==> config.mk <==
export PLATFORM = sky130hd
export DESIGN_NAME = ca_signal_gen
export DESIGN_NICKNAME = d
export VERILOG_FILES = /design/src/rtl/ca_signal_gen.sv
export SDC_FILE = /design/constraint.sdc
export NUM_CORES = 1
export LEC_CHECK = 0
export ABC_AREA = 1
export ABC_CLOCK_PERIOD_IN_PS = 3000
export CAP_MARGIN = 20
export CORE_MARGIN = 8
export CORE_UTILIZATION = 45
export CTS_BUF_LIST = sky130_fd_sc_hd__clkbuf_4
export DETAILED_ROUTE_END_ITERATION = 10
export PLACE_DENSITY = 0.73
export REMOVE_ABC_BUFFERS = 1
export SLEW_MARGIN = 20
export SYNTH_ARGS = -nofsm -noshare
export SYNTH_HDL_FRONTEND = slang
export SYNTH_SLANG_ARGS = --single-unit
export TNS_END_PERCENT = 1
==> constraint.sdc <==
create_clock -name i_clk -period 3 [get_ports i_clk]
set_input_delay 0.45 -clock i_clk [delete_from_list [all_inputs] [get_ports i_clk]]
set_output_delay 0.45 -clock i_clk [all_outputs]
set_load 0.02 [all_outputs]
==> src/rtl/ca_signal_gen.sv <==
// ca_signal_gen: GPS L1 C/A Gold-code generator clocked by a chip NCO and BPSK-modulated by buffered nav bits.
module ca_signal_gen #(
    parameter int NCO_WIDTH   = 24,
    parameter int DATA_EPOCHS = 20
) (
    input  logic                 i_clk,
    input  logic                 i_rst_n,
    input  logic                 i_start,
    input  logic                 i_stop,
    input  logic [4:0]           i_sat,
    input  logic [NCO_WIDTH-1:0] i_code_freq,
    input  logic                 i_data_in,
    input  logic                 i_data_valid,
    output logic                 o_data_ready,
    output logic                 o_ca_code,
    output logic                 o_tx_sym,
    output logic                 o_chip_tick,
    output logic                 o_epoch,
    output logic                 o_bit_edge,
    output logic [9:0]           o_chip_cnt,
    output logic                 o_underrun,
    output logic                 o_running
);
    typedef enum logic {IDLE, RUN} state_t;
    state_t               r_state, w_state_nxt;
    logic [4:0]           r_sat;
    logic [NCO_WIDTH-1:0] r_acc;
    logic [NCO_WIDTH:0]   w_sum;
    logic [9:0]           r_chip, r_g1, r_g2;
    logic [5:0]           r_ep;
    logic [7:0]           w_taps;
    logic                 r_cur, r_hold, r_full, r_ready, r_tick, r_epoch, r_bit_edge, r_underrun;
    logic                 w_go, w_adv, w_tick, w_wrap, w_bound, w_fill, w_consume, w_full_nxt, w_ca;

    always_comb begin
        w_state_nxt = r_state;
        if (i_stop) w_state_nxt = IDLE;
        else if (i_start) w_state_nxt = RUN;
    end

    assign w_go       = (r_state == IDLE) && (w_state_nxt == RUN);
    assign w_adv      = (r_state == RUN) && (w_state_nxt == RUN);
    assign w_sum      = {1'b0, r_acc} + {1'b0, i_code_freq};
    assign w_tick     = w_adv && w_sum[NCO_WIDTH];
    assign w_wrap     = w_tick && (r_chip == 10'd1022);
    assign w_bound    = w_wrap && (r_ep == 6'(DATA_EPOCHS - 1));
    assign w_fill     = i_data_valid && r_ready;
    assign w_consume  = w_go || w_bound;
    assign w_full_nxt = w_fill || (r_full && !w_consume);

    // G2 phase-select taps, zero-based stage indices {tapA, tapB}
    always_comb begin
        w_taps = 8'h38;
        case (r_sat)
            5'd0:  w_taps = 8'h15;
            5'd1:  w_taps = 8'h26;
            5'd2:  w_taps = 8'h37;
            5'd3:  w_taps = 8'h48;
            5'd4:  w_taps = 8'h08;
            5'd5:  w_taps = 8'h19;
            5'd6:  w_taps = 8'h07;
            5'd7:  w_taps = 8'h18;
            5'd8:  w_taps = 8'h29;
            5'd9:  w_taps = 8'h12;
            5'd10: w_taps = 8'h23;
            5'd11: w_taps = 8'h45;
            5'd12: w_taps = 8'h56;
            5'd13: w_taps = 8'h67;
            5'd14: w_taps = 8'h78;
            5'd15: w_taps = 8'h89;
            5'd16: w_taps = 8'h03;
            5'd17: w_taps = 8'h14;
            5'd18: w_taps = 8'h25;
            5'd19: w_taps = 8'h36;
            5'd20: w_taps = 8'h47;
            5'd21: w_taps = 8'h58;
            5'd22: w_taps = 8'h02;
            5'd23: w_taps = 8'h35;
            5'd24: w_taps = 8'h46;
            5'd25: w_taps = 8'h57;
            5'd26: w_taps = 8'h68;
            5'd27: w_taps = 8'h79;
            5'd28: w_taps = 8'h05;
            5'd29: w_taps = 8'h16;
            5'd30: w_taps = 8'h27;
            default: w_taps = 8'h38;
        endcase
    end

    assign w_ca         = r_g1[9] ^ r_g2[w_taps[7:4]] ^ r_g2[w_taps[3:0]];
    assign o_running    = (r_state == RUN);
    assign o_ca_code    = o_running & w_ca;
    assign o_tx_sym     = o_running & (w_ca ^ r_cur);
    assign o_data_ready = r_ready;
    assign o_chip_tick  = r_tick;
    assign o_epoch      = r_epoch;
    assign o_bit_edge   = r_bit_edge;
    assign o_chip_cnt   = r_chip;
    assign o_underrun   = r_underrun;

    always_ff @(posedge i_clk or negedge i_rst_n) begin
        if (!i_rst_n) begin
            r_state    <= IDLE;
            r_sat      <= '0;
            r_acc      <= '0;
            r_chip     <= '0;
            r_ep       <= '0;
            r_g1       <= '1;
            r_g2       <= '1;
            r_cur      <= 1'b0;
            r_hold     <= 1'b0;
            r_full     <= 1'b0;
            r_ready    <= 1'b0;
            r_tick     <= 1'b0;
            r_epoch    <= 1'b0;
            r_bit_edge <= 1'b0;
            r_underrun <= 1'b0;
        end else begin
            r_state    <= w_state_nxt;
            r_tick     <= w_tick;
            r_epoch    <= w_wrap;
            r_bit_edge <= w_bound;
            r_full     <= w_full_nxt;
            r_ready    <= !w_full_nxt;
            if (w_fill) r_hold <= i_data_in;
            if (w_consume) r_cur <= r_full & r_hold;
            if (w_go) r_underrun <= 1'b0;
            else if (w_bound && !r_full) r_underrun <= 1'b1;
            if (w_go) begin
                r_sat  <= i_sat;
                r_acc  <= '0;
                r_chip <= '0;
                r_ep   <= '0;
                r_g1   <= '1;
                r_g2   <= '1;
            end else if (w_adv) begin
                r_acc <= w_sum[NCO_WIDTH-1:0];
                if (w_tick) begin
                    r_chip <= w_wrap ? 10'd0 : r_chip + 10'd1;
                    r_g1   <= w_wrap ? 10'h3FF : {r_g1[8:0], r_g1[2] ^ r_g1[9]};
                    r_g2   <= w_wrap ? 10'h3FF : {r_g2[8:0], r_g2[1] ^ r_g2[2] ^ r_g2[5] ^ r_g2[7] ^ r_g2[8] ^ r_g2[9]};
                end
                if (w_wrap) r_ep <= w_bound ? 6'd0 : r_ep + 6'd1;
            end
        end
    end
endmodule

-- Word-level counts from Yosys, hierarchy flattened
Memory sizes are Yosys's and may differ from the RTL's.
Cells that the tools add are included.
- add/subtract/negate cells: 3
- multiply operators: 0
- div/mod/pow operators: 0
- order comparisons: 2
- eq/ne operators: 2
- shifts and indexed selects: 0
- multiplexer cells: 26
- bitwise gates (word level): 13
- reduce and logical (&&, ||, !) cells: 19
- operators by type and width (kind ; count):
    2-to-1 mux 10 bit ; 12
    2-to-1 mux 24 bit ; 2
    adder 24 x 24 -> 25 bit ; 1
    2-to-1 mux 6 bit ; 4
    adder 10 x 1 -> 10 bit (second input constant) ; 1
    == test 10 bit (second input constant) ; 1
    < comparator 4 x 5 -> 1 bit (second input constant) ; 2
    bitwise XOR 1 bit ; 9
    binary-select mux 1 bit (select 4 bit) ; 2
    logical AND 1 bit ; 8
    nonzero test 2 bit ; 4
    adder 6 x 1 -> 6 bit (second input constant) ; 1
    == test 6 x 5 -> 1 bit (second input constant) ; 1
    2-to-1 mux 1 bit ; 6
    AND reduction 2 bit ; 2
    bitwise AND 1 bit ; 3
    zero test 1 bit ; 3
    logical OR 1 bit ; 2
    NOT 1 bit ; 1
- bits in registers: 74
- bits in latches: 0
- bits in writable memories: 0
- bits in read-only memories: 256
- input port bits: 35
- logic and storage cells: 81
- memories: 1
- memory list (name ; depth ; bits a word ; read ports ; clocked after memory_dff ; write ports ; RTL line ; source):
    (name not given) ; 32 ; 8 ; 1 ; 0 ; 0 ; 54 ; case (r_sat)

-- Longest topological paths before layout
- depth after elaboration: 11
- mapped depth: 19
- gate-level depth less buffers: 19

-- Worst setup path after synthesis
OpenSTA, ideal clock, no wires.
- path kind: flip-flop to output port
- from: reg r_sat[0]
- to: out o_tx_sym
- data arrival time: 2.159 ns
- setup slack: 0.391 ns
- stages on the path, launching flop included: 19
- buffers on the path: 0
- path through: dfrtp_1 -> inv_2 -> ha_1 -> inv_1 -> nand2_2 -> nand3_1 -> nand2_1 -> nand2_1 -> nand2_2 -> nand2_1 -> o21ai_1 -> nand3_1 -> nand2_1 -> nand2_1 -> nor2_1 -> nand3_1 -> nand3_1 -> nand2_1 -> nor2_1
- longest elaborated chain between the ends: 7
- elaborated cells between the ends (all ways): 9
- those cells by class: 4 x mux; 4 x bitwise; 1 x memory
- ends and longest elaborated chain (element ; RTL line ; source):
    from (decl) ; 26 ; logic [4:0] r_sat;
    from (signal assigned) ; 130 ; r_sat <= i_sat;
    memory (32 x 8 bit) * ; -- ;
    binary-select mux 1 bit (select 4 bit) ; 90 ; assign w_ca = r_g1[9] ^ r_g2[w_taps[7:4]] ^ r_g2[w_taps[3:0]];
    2-to-1 mux 1 bit (implied by the code) ; 90 ;
    bitwise XOR 1 bit ; 90 ;
    bitwise XOR 1 bit * ; 90 ;
    bitwise XOR 1 bit * ; 93 ; assign o_tx_sym = o_running & (w_ca ^ r_cur);
    bitwise AND 1 bit * ; 93 ;
    to (decl) ; 16 ; output logic o_tx_sym,
Mark *: on every way between the ends. The rest lies on a longest branch, timed or not. The select of a mux whose other input is x is not followed.

-- Worst setup path in the final report
- from: reg r_sat[0]
- to: out o_ca_code
- longest elaborated chain between the ends: 6
- elaborated cells between the ends (all ways): 8
- those cells by class: 4 x mux; 3 x bitwise; 1 x memory
- ends and longest elaborated chain (element ; RTL line ; source):
    memory (32 x 8 bit) * ; -- ;
    binary-select mux 1 bit (select 4 bit) ; 90 ;
    2-to-1 mux 1 bit (implied by the code) ; 90 ;
    bitwise XOR 1 bit ; 90 ;
    bitwise XOR 1 bit * ; 90 ;
    bitwise AND 1 bit * ; 92 ; assign o_ca_code = o_running & w_ca;
    to (decl) ; 15 ; output logic o_ca_code,
Marked as above.

==> impl_metrics.json <==
{
  "tightest_slew_ps": 728,
  "violations": "negative setup slack",
  "cts.path.max_buffers": 2,
  "power_mw": 3.69,
  "async_reset_ff_share_pct": 100,
  "numCtsBuffers": 9,
  "rows": 39,
  "core_um2": 11200,
  "drc": 0,
  "hold_violations": 0,
  "outcome": "finished with violations",
  "drt-initial-drc-count": 374,
  "ant_nets": 0,
  "antenna_found_initial": 0,
  "grt_overflow": 0,
  "io_buffers": 52,
  "ys_types": 51,
  "yosysSeqAreaShare_pct": 36.9,
  "synth_cells": 674,
  "post-route-min-period_ps": 3140,
  "powerDensity_nw_per_um2": 580,
  "drv_cap": 0,
  "setup_slack_ps": -143,
  "setup_violations": 2,
  "synth_edf_count": 0,
  "tritoncts": "built",
  "grt_pass1_vias": 4994,
  "cts-htree-levels": 3,
  "timing.fmax_mhz": 318,
  "start_util_pct": 45.3,
  "fillCellCount": 1016,
  "dp.cells": 880,
  "avgViaCountPerCell": 5.48,
  "ys.warnings.count": 0,
  "dp_hpwl_mm": 9.41,
  "critPathCaptureType": "primary output",
  "slew_headroom_pct": 51.5,
  "cts.clk_slew.worst_paths_ps": 130,
  "gp_congestion": 0.954,
  "drive_gt1_share_pct": 22.0,
  "dr_total_vias": 4932,
  "wl_mm": 13.2,
  "cp.arrival_ps": 2690,
  "clock_skew_ps": 25.3,
  "crit_fanout": 6,
  "clock_latency_ps": 470,
  "fin_cells": 900,
  "synth.area.top_cells": "dfrtp_1 27%, nand2_1 13%, dfstp_2 10%, ha_1 7.9%, inv_1 5.4%",
  "dr.pass1.iters": 5,
  "ir_worst_vdd_mv": 0.288,
  "hp-class": "in2async",
  "routedWlPerCell_um": 14.7,
  "drv_slew": 0,
  "syn2layout_area_growth_pct": 25.2,
  "io_pins": 53,
  "fp.dieH_um": 122,
  "cts.sinks": 74,
  "synth.cell_area_um2": 5080,
  "avgSynthCellArea_um2": 7.54,
  "grt_max_degree": 45,
  "root_buffer": "clkbuf_4",
  "fin_nets": 819,
  "rr_startpoint": "r_acc[0]$_DFFE_PN0P_",
  "die_w_um": 122,
  "p_leak_nw": 3.06,
  "stdcell_area_um2": 6360,
  "synthFlopType": "dfrtp_1",
  "ys_seq_elements": 74,
  "grt_pass1_wl_mm": 22.3,
  "cp.required_ps": 2550,
  "synth_top_area_share_pct": 26.6,
  "die_area_um2": 14900,
  "placed_area_um2": 5910,
  "rsz0062_at_grt": "true",
  "startpoint_type": "register",
  "post-route-period-util_pct": 105,
  "critical_path_class": "reg2out",
  "track_usage_pct": 18.2,
  "holdWs_ps": 34.0,
  "crit_start": "r_sat[0]$_DFFE_PN0P_",
  "yosysTopAreaCell": "dfrtp_1"
}
synthesized netlist by cell type, types with 3 or more instances:
master	instances
a21o_1	5
a21oi_1	33
nand2_1	180
o211ai_1	4
nor3_1	12
nor2_1	36
o22ai_1	21
a32o_1	4
o31ai_1	3
inv_1	73
o21ai_0	31
nand3_1	53
o21bai_1	3
inv_2	12
clkinv_1	3
ha_1	32
buf_2	3
xnor2_1	5
nand2_2	7
clkbuf_1	4
dfstp_2	20
xor2_1	13
o21ai_1	11
dfrtp_1	54
or2_2	5
buf_6	4
nand4_1	10
layer usage:
metal	global-route usage [%]	up-vias	share of wire [%]
met1	22.0	2339	43
met3	3.04	40	4.6
met2	30.6	154	49
li1	-	2399	-
met4	9.29	0	3.1
met5	0	-	0
layout make-up:
type	count	area, um2	area share, %
Multi-Input combinational cell	499	3070	48.2
Sequential cell	74	1880	29.5
Timing Repair Buffer	79	769	12.1
Inverter	88	330	5.19
Tap cell	143	179	2.81
Clock buffer	11	82.6	1.30
Clock inverter	5	55.1	0.865
Antenna cell	1	2.50	0.0393
worst paths after layout:
| check | to | slack, ps | depth (start not counted) |
|---|---|---|---|
| setup reg to reg | o_chip_cnt[7]$_DFFE_PN0P_ | 570 | 16 |
| max in group asynchronous | r_g1[4]$_DFFE_PN1P_ | 2220 | 2 |
| hold / removal | r_acc[21]$_DFFE_PN0P_ | 30 | 1 |
| setup / recovery | o_ca_code | -140 | 19 |
| min in group i_clk | r_acc[12]$_DFFE_PN0P_ | 490 | 1 |
| hold reg to reg | r_acc[12]$_DFFE_PN0P_ | 490 | 1 |
registers in the layout (all words and copies together) (netlist names), 5 cells and up:
name / count
r_ep: 6
r_g2: 10
r_acc: 24
r_g1: 10
r_sat: 5
o_chip_cnt: 10
cell usage in the layout (no fill, tap or decap), drive strengths merged:
master         instances
o2bb2ai                1
a21o                   5
dfrtp                 54
or2                    6
nand3b                 1
nand2                189
buf                   30
fa                     1
nor2                  39
xor2                  13
o211ai                 5
o21bai                 5
a21oi                 36
a21boi                 2
a22o                   2
o21ai                 44
a31oi                  2
dfstp                 20
clkinv                 5
clkinvlp               1
clkdlybuf4s50         49
ha                    32
inv                   86
mux2                   1
o31ai                  3
clkbuf                11
xnor2                  5
o22ai                 21
and2                   2
nand4                 10
bufinv                 1
o2111ai                1
diode                  1
a32o                   4
nand3                 55
a31o                   1
nor3                  12
a211oi                 1
through the flow:
stage / utilization (%) / worst slack (ps) / TNS [ps]
floorplan: - / 384 / 0
global placement: 52.6 / -90.9 / -90.9
detailed placement: 52.6 / -159 / -276
CTS: 55.1 / -62.9 / -116
global route: 56.7 / -272 / -531
finish: 56.7 / -143 / -267
timing repair:
item,4_1_cts,5_1_grt
pin swaps,14,26
buffers inserted,3,0
setup endpoints to repair,2,2
gates cloned,0,0
gates resized for setup,40,48
hold buffers,0,0
cell families (layout without fill, tap and decap cells):
kind of cell | after synthesis | in the layout | share of synthesized area, %
XOR/XNOR | 18 | 18 | 3.10
multiplexers | 1 | 1 | 0.222
other | 0 | 1 | 0
AO/OA/AOI/OAI | 133 | 133 | 16.4
adder cells (fa/ha/maj) | 33 | 33 | 8.27
AND/OR/NAND/NOR | 314 | 314 | 26.9
flip-flops | 74 | 74 | 36.9
buffers and inverters | 101 | 183 | 8.20
critical path, cell delays in order (launching register included):
cell and delay (ps):
dfrtp_1 420, inv_2 70, ha_4 270, inv_2 40, nand2_4 90, nand3_4 80
nand2_2 90, nand2_2 60, nand2_4 120, nand2_2 80, nand3_2 80, nand2_2 50
nand2_2 90, nand2_2 60, nor2_2 100, nand3_2 140, buf_6 160, nand2_4 70
nor2_4 30, buf_6 130
report_power, final:
part	internal [mW]	total [mW]	switching [mW]
Clock	0.271	0.641	0.369
Combinational	0.733	1.81	1.08
Sequential	1.13	1.24	0.108
Note: power is estimated with default switching activity, not from simulation.
